==> src/rtl/rf_writeback_pkg.sv <==
// Shared register-file write-side definitions: grant encoding and default widths.
// Widths here must match the register file instance they drive.
package rf_writeback_pkg;

   localparam int RF_ADDR_WIDTH = 5;
   localparam int RF_DATA_WIDTH = 32;

   typedef enum logic {
      GRANT_ALU = 1'b0,
      GRANT_LSU = 1'b1
   } grant_e;

endpackage

==> src/rtl/rf_writeback_if.sv <==
// Result channels, issue port and register-file write port of the writeback stage.
// master = execute/memory/decode side, slave = rf_writeback.
interface rf_writeback_if
   import rf_writeback_pkg::*;
#(
   parameter int ADDR_WIDTH = RF_ADDR_WIDTH,
   parameter int DATA_WIDTH = RF_DATA_WIDTH
) ();

   logic                         alu_valid;
   logic                         alu_ready;
   logic [ADDR_WIDTH-1:0]        alu_rd;
   logic [DATA_WIDTH-1:0]        alu_data;
   logic                         lsu_valid;
   logic                         lsu_ready;
   logic [ADDR_WIDTH-1:0]        lsu_rd;
   logic [DATA_WIDTH-1:0]        lsu_data;
   logic                         issue_valid;
   logic [ADDR_WIDTH-1:0]        issue_rd;
   logic                         rf_wen;
   logic [ADDR_WIDTH-1:0]        rf_waddr;
   logic [DATA_WIDTH-1:0]        rf_wdata;
   logic [(1<<ADDR_WIDTH)-1:0]   busy;
   logic                         err;

   modport master (
      output alu_valid, alu_rd, alu_data,
      output lsu_valid, lsu_rd, lsu_data,
      output issue_valid, issue_rd,
      input  alu_ready, lsu_ready,
      input  rf_wen, rf_waddr, rf_wdata, busy, err
   );

   modport slave (
      input  alu_valid, alu_rd, alu_data,
      input  lsu_valid, lsu_rd, lsu_data,
      input  issue_valid, issue_rd,
      output alu_ready, lsu_ready,
      output rf_wen, rf_waddr, rf_wdata, busy, err
   );

endinterface

==> src/rtl/rf_scoreboard.sv <==
// Per-register pending-write scoreboard with sticky error on unexpected commits.
// Latency: busy/err update one edge after issue/commit.
// Backpressure: none, accepts an issue and a commit every cycle.
module rf_scoreboard
   import rf_writeback_pkg::*;
#(
   parameter int ADDR_WIDTH = RF_ADDR_WIDTH
) (
   input  logic                         clk,
   input  logic                         rst_n,
   input  logic                         issue_vld,
   input  logic [ADDR_WIDTH-1:0]        issue_rd,
   input  logic                         commit_vld,
   input  logic [ADDR_WIDTH-1:0]        commit_rd,
   output logic [(1<<ADDR_WIDTH)-1:0]   busy,
   output logic                         err
);

   localparam int NREG = 1 << ADDR_WIDTH;

   logic [NREG-1:0] busy_q, busy_d;
   logic            err_q, err_d;
   logic            set_hit;

   always_comb begin
      busy_d  = busy_q;
      err_d   = err_q;
      set_hit = issue_vld && (issue_rd != '0);
      if (commit_vld) begin
         busy_d[commit_rd] = 1'b0;
         if (!busy_q[commit_rd] && !(set_hit && (issue_rd == commit_rd)))
            err_d = 1'b1;
      end
      // Set after clear: a same-edge reissue belongs to the newer producer.
      if (set_hit)
         busy_d[issue_rd] = 1'b1;
      busy_d[0] = 1'b0;
   end

   always_ff @(posedge clk) begin
      if (!rst_n) begin
         busy_q <= '0;
         err_q  <= 1'b0;
      end else begin
         busy_q <= busy_d;
         err_q  <= err_d;
      end
   end

   assign busy = busy_q;
   assign err  = err_q;

endmodule

==> src/rtl/rf_writeback.sv <==
// Arbitrates ALU/LSU results onto the register-file write port and tracks pending writes.
// Latency: accept at edge N drives rf_wen/waddr/wdata during cycle N+1.
// Backpressure: on a tie the loser sees ready low; grants alternate starting with LSU.
module rf_writeback
   import rf_writeback_pkg::*;
#(
   parameter int ADDR_WIDTH = RF_ADDR_WIDTH,
   parameter int DATA_WIDTH = RF_DATA_WIDTH
) (
   input  logic          clk,
   input  logic          rst_n,
   rf_writeback_if.slave wb
);

   grant_e                last_grant_q, last_grant_d;
   logic                  rf_wen_q, rf_wen_d;
   logic [ADDR_WIDTH-1:0] rf_waddr_q, rf_waddr_d;
   logic [DATA_WIDTH-1:0] rf_wdata_q, rf_wdata_d;
   logic                  both_vld, alu_rdy, lsu_rdy, alu_acc, lsu_acc;

   always_comb begin
      both_vld     = wb.alu_valid && wb.lsu_valid;
      alu_rdy      = !both_vld || (last_grant_q == GRANT_LSU);
      lsu_rdy      = !both_vld || (last_grant_q == GRANT_ALU);
      alu_acc      = wb.alu_valid && alu_rdy;
      lsu_acc      = wb.lsu_valid && lsu_rdy;
      last_grant_d = last_grant_q;
      if (both_vld)
         last_grant_d = alu_acc ? GRANT_ALU : GRANT_LSU;
      rf_wen_d   = 1'b0;
      rf_waddr_d = rf_waddr_q;
      rf_wdata_d = rf_wdata_q;
      // x0 results are consumed like any other but never reach the port.
      if (lsu_acc) begin
         rf_wen_d   = (wb.lsu_rd != '0);
         rf_waddr_d = wb.lsu_rd;
         rf_wdata_d = wb.lsu_data;
      end else if (alu_acc) begin
         rf_wen_d   = (wb.alu_rd != '0);
         rf_waddr_d = wb.alu_rd;
         rf_wdata_d = wb.alu_data;
      end
   end

   always_ff @(posedge clk) begin
      if (!rst_n) begin
         last_grant_q <= GRANT_ALU;
         rf_wen_q     <= 1'b0;
         rf_waddr_q   <= '0;
         rf_wdata_q   <= '0;
      end else begin
         last_grant_q <= last_grant_d;
         rf_wen_q     <= rf_wen_d;
         rf_waddr_q   <= rf_waddr_d;
         rf_wdata_q   <= rf_wdata_d;
      end
   end

   rf_scoreboard #(
      .ADDR_WIDTH (ADDR_WIDTH)
   ) u_scoreboard (
      .clk        (clk),
      .rst_n      (rst_n),
      .issue_vld  (wb.issue_valid),
      .issue_rd   (wb.issue_rd),
      .commit_vld (rf_wen_q),
      .commit_rd  (rf_waddr_q),
      .busy       (wb.busy),
      .err        (wb.err)
   );

   assign wb.alu_ready = alu_rdy;
   assign wb.lsu_ready = lsu_rdy;
   assign wb.rf_wen    = rf_wen_q;
   assign wb.rf_waddr  = rf_waddr_q;
   assign wb.rf_wdata  = rf_wdata_q;

endmodule

==> src/flat_wrapper.sv <==
// flat-port wrapper written by rule: the top's interface ports become plain ports
module rf_writeback_flat import rf_writeback_pkg::*;
#(
   parameter int ADDR_WIDTH = RF_ADDR_WIDTH,
   parameter int DATA_WIDTH = RF_DATA_WIDTH
)
  (clk, rst_n, wb_alu_valid, wb_alu_rd, wb_alu_data, wb_lsu_valid, wb_lsu_rd, wb_lsu_data, wb_issue_valid, wb_issue_rd, wb_alu_ready, wb_lsu_ready, wb_rf_wen, wb_rf_waddr, wb_rf_wdata, wb_busy, wb_err);
  rf_writeback_if #(.ADDR_WIDTH(ADDR_WIDTH), .DATA_WIDTH(DATA_WIDTH)) wb_i ();
  input  logic clk;
  input  logic rst_n;
  input wire logic [$bits(wb_i.alu_valid)-1:0] wb_alu_valid;
  input wire logic [$bits(wb_i.alu_rd)-1:0] wb_alu_rd;
  input wire logic [$bits(wb_i.alu_data)-1:0] wb_alu_data;
  input wire logic [$bits(wb_i.lsu_valid)-1:0] wb_lsu_valid;
  input wire logic [$bits(wb_i.lsu_rd)-1:0] wb_lsu_rd;
  input wire logic [$bits(wb_i.lsu_data)-1:0] wb_lsu_data;
  input wire logic [$bits(wb_i.issue_valid)-1:0] wb_issue_valid;
  input wire logic [$bits(wb_i.issue_rd)-1:0] wb_issue_rd;
  output wire logic [$bits(wb_i.alu_ready)-1:0] wb_alu_ready;
  output wire logic [$bits(wb_i.lsu_ready)-1:0] wb_lsu_ready;
  output wire logic [$bits(wb_i.rf_wen)-1:0] wb_rf_wen;
  output wire logic [$bits(wb_i.rf_waddr)-1:0] wb_rf_waddr;
  output wire logic [$bits(wb_i.rf_wdata)-1:0] wb_rf_wdata;
  output wire logic [$bits(wb_i.busy)-1:0] wb_busy;
  output wire logic [$bits(wb_i.err)-1:0] wb_err;
  assign wb_i.alu_valid = wb_alu_valid;
  assign wb_i.alu_rd = wb_alu_rd;
  assign wb_i.alu_data = wb_alu_data;
  assign wb_i.lsu_valid = wb_lsu_valid;
  assign wb_i.lsu_rd = wb_lsu_rd;
  assign wb_i.lsu_data = wb_lsu_data;
  assign wb_i.issue_valid = wb_issue_valid;
  assign wb_i.issue_rd = wb_issue_rd;
  assign wb_alu_ready = wb_i.alu_ready;
  assign wb_lsu_ready = wb_i.lsu_ready;
  assign wb_rf_wen = wb_i.rf_wen;
  assign wb_rf_waddr = wb_i.rf_waddr;
  assign wb_rf_wdata = wb_i.rf_wdata;
  assign wb_busy = wb_i.busy;
  assign wb_err = wb_i.err;
  rf_writeback #(.ADDR_WIDTH(ADDR_WIDTH), .DATA_WIDTH(DATA_WIDTH)) u_core (.clk(clk), .rst_n(rst_n), .wb(wb_i));
endmodule
==> config.mk <==
export PLATFORM = sky130hd
export DESIGN_NAME = rf_writeback_flat
export DESIGN_NICKNAME = d
export VERILOG_FILES = /design/src/rtl/rf_writeback_pkg.sv /design/src/rtl/rf_writeback_if.sv /design/src/rtl/rf_scoreboard.sv /design/src/rtl/rf_writeback.sv /design/src/flat_wrapper.sv
export SDC_FILE = /design/constraint.sdc
export NUM_CORES = 1
export LEC_CHECK = 0
export ABC_AREA = 1
export CAP_MARGIN = 20
export CORE_UTILIZATION = 25
export CTS_CLUSTER_DIAMETER = 30
export DETAILED_ROUTE_END_ITERATION = 8
export GPL_TIMING_DRIVEN = 0
export HOLD_SLACK_MARGIN = 0.12
export MAX_ROUTING_LAYER = met4
export PLACE_DENSITY_LB_ADDON = 0.2
export SLEW_MARGIN = 0
export SYNTH_ARGS = -nofsm -noshare
export SYNTH_HDL_FRONTEND = slang
export SYNTH_SLANG_ARGS = --single-unit
==> constraint.sdc <==
create_clock -name clk -period 1.5 [get_ports clk]
set_clock_uncertainty 0.1 [all_clocks]
set_input_delay 0.3 -clock clk [delete_from_list [all_inputs] [get_ports clk]]
set_output_delay 0.3 -clock clk [all_outputs]
set_load 0.02 [all_outputs]
==> results of run 1 <==
==> layout by cell type (no fill, tap or decap), drive strengths merged <==
cell and count:
clkdlybuf4s50 76, bufinv 1, nor2 12, nand3 9, dfxtp 71, inv 96
clkdlybuf4s15 8, clkbuf 30, dlygate4sd2 68, a21oi 71, nand3b 1, clkinvlp 1
buf 25, o41ai 1, diode 1, o21ai 73, clkinv 2, nand4 1
nor3 20, o311ai 1, conb 1, nand2 228
==> sequential cells by signal (all words and copies together) (netlist names) <==
signal	count
u_core.wb.rf_wdata	32
u_core.last_grant_q	1
u_core.wb.rf_wen	1
u_core.wb.rf_waddr	5
u_core.u_scoreboard.err	1
u_core.u_scoreboard.busy	31
==> final cells by class <==
cell class / instances / share of cell area [%]
multi-input cells: 418 / 32.9
repair buffers: 165 / 25.3
flip-flops and latches: 71 / 23.7
inverters: 97 / 6.08
clock buffers: 13 / 4.47
well taps: 184 / 3.80
plain buffers: 29 / 3.06
clock inverters: 3 / 0.662
diodes: 1 / 0.0414
==> where the power goes <==
group | leakage (nW) | switching (W) | internal (W) | total [W]
sequential | 0.586 | 0.0000729 | 0.00199 | 0.00206
combinational | 2.32 | 0.000637 | 0.000487 | 0.00112
clock | 0.156 | 0.000835 | 0.00142 | 0.00225
==> per-layer routing <==
metal | GRT usage, % | routed length [um]
met1 | 22.7 | 6040
met2 | 28.5 | 6010
met3 | 6.27 | 1300
met4 | 8.71 | 332
met5 | - | 0
==> critical path, stage by stage (launching register included) <==
cell and delay [ns]:
dfxtp_2 0.33, buf_6 0.11, inv_2 0.05, buf_6 0.14, nand2_1 0.06, nand2_1 0.05
nand2_1 0.05, nand2_1 0.05, nand2_1 0.07, nand2_1 0.07, nor2_2 0.12, nand3_1 0.09
a21oi_1 0.12
==> metrics by stage <==
stage               hold WS, ns  instance area [um2]  setup slack, ns  std cells
floorplan                 0.323                 3730           0.0436        615
finish                    0.349                 6050          0.00563        981
CTS                       0.353                 5950          -0.0116        977
global route              0.378                 6050           -0.118        981
global placement          0.345                 5510           -0.936        954
detailed placement        0.349                 5530           -0.896        956
==> path summary, 6_finish.rpt <==
path	startpoint	endpoint	slack, ns	depth (start not counted)
setup / recovery	u_core.wb.rf_waddr[0]	u_core.u_scoreboard.err	0.006	12
hold reg to reg	u_core.u_scoreboard.err	u_core.u_scoreboard.err	0.35	2
hold / removal	u_core.u_scoreboard.err	u_core.u_scoreboard.err	0.35	2
setup reg to reg	u_core.wb.rf_waddr[0]	u_core.u_scoreboard.err	0.006	12
==> kinds of logic (layout without fill, tap and decap cells) <==
logic type / after synthesis / in the layout / share of synthesized area, %
simple gates: 271 / 271 / 28.6
buf+inv: 126 / 307 / 13.3
compound gates: 146 / 146 / 19.8
other cells: 1 / 2 / 0.101
flops: 71 / 71 / 38.1
==> timing repair <==
action                     in CTS  in global routing
pin swaps                       1                  2
setup endpoints to repair     142                 69
hold endpoints to repair        0                  0
setup buffers                   5                  3
resized for setup             141                 44
==> results.py, run 1 <==
metrics = {
    "floorplanning": {
        "io_pins": 157,
        "die_w_um": 124,
        "rows": 44,
        "core_region_area_mm2": 0.0145,
        "start_util_pct": 25.6,
        "die_area_mm2": 0.0154,
        "fp.dieH_um": 124,
    },
    "worst_setup_path": {
        "worstPathArrival_ns": 1.66,
        "crit_required_ns": 1.67,
        "cp-end-kind": "register",
        "cp-start-kind": "register",
        "criticalPathCategory": "register to register",
        "cp_max_fo": 10,
    },
    "power": {
        "power_w": 0.00544,
        "vdd_drop_max_mv": 0.592,
        "power.leakage_nw": 3.06,
        "p_per_area_mw_per_mm2": 899,
    },
    "synth": {
        "yosysMostFrequentCell": "nand2_1",
        "synth_edf_count": 0,
        "netlist_area_mm2": 0.00373,
        "netlist_instances": 615,
        "synth.top_cell.area_share_pct": 38.1,
        "syn_nets": 699,
        "ys_seq_area_share_pct": 38.1,
        "yosysWarnings": 0,
        "synth-async-reset-ratio_pct": 0,
        "synthFlopType": "dfxtp_1",
        "synth_seq_cells": 71,
        "ys_types": 22,
        "synth_area_leaders": "dfxtp_1, nand2_1, inv_1",
        "yosysTopAreaCell": "dfxtp_1",
        "netlist_top_cells_count": "nand2_1, inv_1, a21oi_1, dfxtp_1, o21ai_0",
        "syn_avg_cell_area_um2": 6.06,
    },
    "clocking": {
        "cts_root_buf": "clkbuf_16",
        "numCtsBuffers": 9,
        "cts.sinks": 71,
        "cts_tree": "built",
        "clkTransAtPathRegs_ns": 0.06,
        "cts_max_level": 3,
        "clk_latency_ns": 0.34,
        "clockBufferDepth": 2,
        "cts_hold_buffers": 0,
    },
    "timing": {
        "fin_tns_setup_ns": 0,
        "fin_crit_ns": 1.49,
        "finalHoldViolations": 0,
        "rsz0062_at_grt": "true",
        "worst_slew_pin_slew_ns": 0.604,
        "period_share_pct": 99.6,
        "setup-violations-final": 0,
        "slew_headroom_pct": 59.8,
        "fmax_ghz": 0.669,
        "drv_slew": 0,
    },
    "place": {
        "portBuffers": 155,
        "hpwlAfterDp_mm": 10.2,
        "gp_congestion": 0.875,
    },
    "finish": {
        "fillCellCount": 1619,
        "seqCellArea_mm2": 0.00144,
        "multi_input_area_mm2": 0.00199,
        "final_core_util_pct": 41.6,
        "nets": 875,
        "drive_gt1_share_pct": 12.2,
        "area_delta_synth_final_pct": 62.4,
    },
    "route": {
        "num_vias": 4396,
        "viasPerCell": 4.48,
        "dr.pass1.iters": 5,
        "postRouteAntennaNets": 0,
        "drt_iter0_drc": 217,
        "drc": 0,
        "totalWireLength_mm": 13.7,
        "wl_per_cell_um": 14.0,
    },
    "grt": {
        "grt_antenna_before_repair": 1,
        "grt_pass1_wl_mm": 20.9,
        "grt_max_degree": 12,
        "overflow": 0,
        "grtUsageTotal_pct": 18.9,
        "grt_pass1_vias": 3996,
    },
    "job": {
        "maxCapViolCount": 0,
    },
    "status": {
        "status": "complete, no violations",
    },
    "min_path": {
        "worst_hold_path_type": "register to register",
    },
}
No activity file was read; power rests on OpenSTA's default activity.
==> run 2, diff against run 1 <==
Clock period 1.5 ns to 1.59 ns, I/O delays scaled along.
==> run 2 against run 1 <==
  * Global-route usage rose by 0.35 points
  * Register-to-register slack improved by 0.10 ns
  * Die area did not move
  * Sequential power fell by 5%
  * Highest routed layer unchanged
==> results.py, run 2 (synthesis gave the netlist of run 1 again) <==
metrics = {
    "finish": {
        "area_delta_synth_final_pct": 60.6,
        "nets": 874,
        "final-instance-count-excl-fill": 980,
        "seqCellArea_mm2": 0.00144,
        "multi_input_area_mm2": 0.00198,
        "fillCellCount": 1607,
        "largest_reg_flops": 32,
        "final_cell_mix": "nand2_1, inv_1, clkdlybuf4s50_1",
        "drive_gt1_share_pct": 9.82,
        "layout_commonest_cell": "nand2_1",
        "finish.instance_area_mm2": 0.00599,
    },
    "worst_setup_path": {
        "cp_max_fo": 6,
        "critPathBufInv": 1,
        "cp_slowest_stage_delay_ns": 0.44,
        "worstPathArrival_ns": 1.11,
        "cp-start-kind": "register",
        "critPathSlowestCell": "dfxtp_4",
        "criticalPathCategory": "register to output pin",
        "critical_path.top_delay_family": "flip-flops",
        "crit_required_ns": 1.17,
        "cp-end-kind": "output pin",
        "worstPathCellList": "clkdlybuf4s15_1",
    },
    "place": {
        "dp.cells": 957,
        "portBuffers": 155,
        "gp_congestion": 0.877,
        "hpwlAfterDp_mm": 10.3,
        "place_area_mm2": 0.00553,
    },
    "job": {
        "maxCapViolCount": 0,
    },
    "floorplanning": {
        "io_pins": 157,
        "die_w_um": 124,
        "start_util_pct": 25.6,
        "core_region_area_mm2": 0.0145,
        "fp.dieH_um": 124,
        "rows": 44,
        "die_area_mm2": 0.0154,
    },
    "power": {
        "switching_share_pct": 29.3,
        "power_frac_seq_pct": 40.2,
        "power.leakage_nw": 3.05,
        "pwr-share-clk_pct": 38.2,
        "p_per_area_mw_per_mm2": 809,
        "vdd_drop_max_mv": 0.498,
        "p_comb_share_pct": 21.6,
        "p_int_w": 0.00342,
        "switching_power_w": 0.00142,
    },
    "route": {
        "totalWireLength_mm": 13.6,
        "drt_iter0_drc": 211,
        "num_vias": 4328,
        "dr.pass1.iters": 5,
        "viasPerCell": 4.42,
        "wl_per_cell_um": 13.9,
        "drc": 0,
        "postRouteAntennaNets": 0,
    },
    "clocking": {
        "numCtsBuffers": 9,
        "clk_latency_ns": 0.34,
        "cts_tree": "built",
        "cts_hold_buffers": 0,
        "cts_max_level": 3,
        "cts.sinks": 71,
        "cts_root_buf": "clkbuf_16",
        "clockBufferDepth": 2,
        "clkTransAtPathRegs_ns": 0.06,
    },
    "grt": {
        "grtUsageTotal_pct": 19.3,
        "grt_pass1_vias": 4072,
        "overflow": 0,
        "grt_pass1_wl_mm": 21.2,
        "grt_antenna_before_repair": 2,
        "grt_max_degree": 11,
    },
    "timing": {
        "fin_crit_ns": 1.53,
        "fmax_ghz": 0.653,
        "period_share_pct": 96.4,
        "worst_slew_pin_slew_ns": 0.571,
        "rsz0062_at_grt": "false",
        "finalHoldViolations": 0,
        "slew_headroom_pct": 61.9,
        "fin_tns_setup_ns": 0,
        "hold-worst-slack_ns": 0.341,
        "setup-violations-final": 0,
        "drv_slew": 0,
    },
    "min_path": {
        "worst_hold_path_type": "register to register",
    },
    "status": {
        "status": "complete, no violations",
    },
}
[run 2: cell count changes in the layout (fill, tap and decap cells not counted), sizes merged]
cell and change:
clkdlybuf4s15 -2, dlymetal6s2s +4, clkbuf +1, inv +1
buf -3, clkinv -1, clkinvlp -1, diode +1
bufinv -1
[run 2: final timing paths]
path	start	slack (ns)	cells past startpoint	endpoint
min	u_core.u_scoreboard.err	0.34	2	u_core.u_scoreboard.err
max	u_core.wb.rf_wen	0.06	1	wb_rf_wen
min reg2reg	u_core.u_scoreboard.err	0.34	2	u_core.u_scoreboard.err
max reg2reg	u_core.wb.rf_waddr[0]	0.11	11	u_core.u_scoreboard.err
[run 2: per-stage QoR]
stage                     util (%)  worst slack [ns]  power, W
final                         41.2            0.0577   0.00484
after global routing          41.2           0.00212   0.00510
after CTS                     40.3            -0.187   0.00487
after detailed placement      38.1            -0.602   0.00302
after global placement        37.9            -0.867   0.00302
after floorplan                  -            0.0503   0.00246
[run 2: final cells by class]
class	count	share of cell area, %
multi-input cells	418	33.0
repair buffers	165	25.9
flip-flops and latches	71	24.0
inverters	97	6.08
clock buffers	14	4.24
well taps	184	3.85
plain buffers	28	2.70
clock inverters	1	0.0836
diodes	2	0.0836
[run 2: power by group through the flow]
| stage | Clock (W) | Combinational (W) | Sequential (W) |
|---|---|---|---|
| final | 0.00185 | 0.00105 | 0.00195 |
| after global routing | 0.00198 | 0.00116 | 0.00196 |
| after global placement | 0 | 0.00105 | 0.00197 |
| after detailed placement | 0 | 0.00105 | 0.00198 |
| after floorplan | 0 | 0.000386 | 0.00208 |
| after CTS | 0.00191 | 0.00103 | 0.00194 |
[run 2: what timing repair did]
| action | CTS | global route |
|---|---|---|
| resized for setup | 117 | 48 |
| buffers inserted | 4 | 3 |
| pin swaps | 1 | 4 |
| setup endpoints to repair | 142 | 69 |
| gates cloned | 0 | 0 |
[run 2: layer usage]
layer  global-route usage [%]  share of wire [%]
met1                     23.1                 44
met2                     29.4                 44
met3                     6.96                9.6
met4                     7.29                2.1
met5                        -                  0
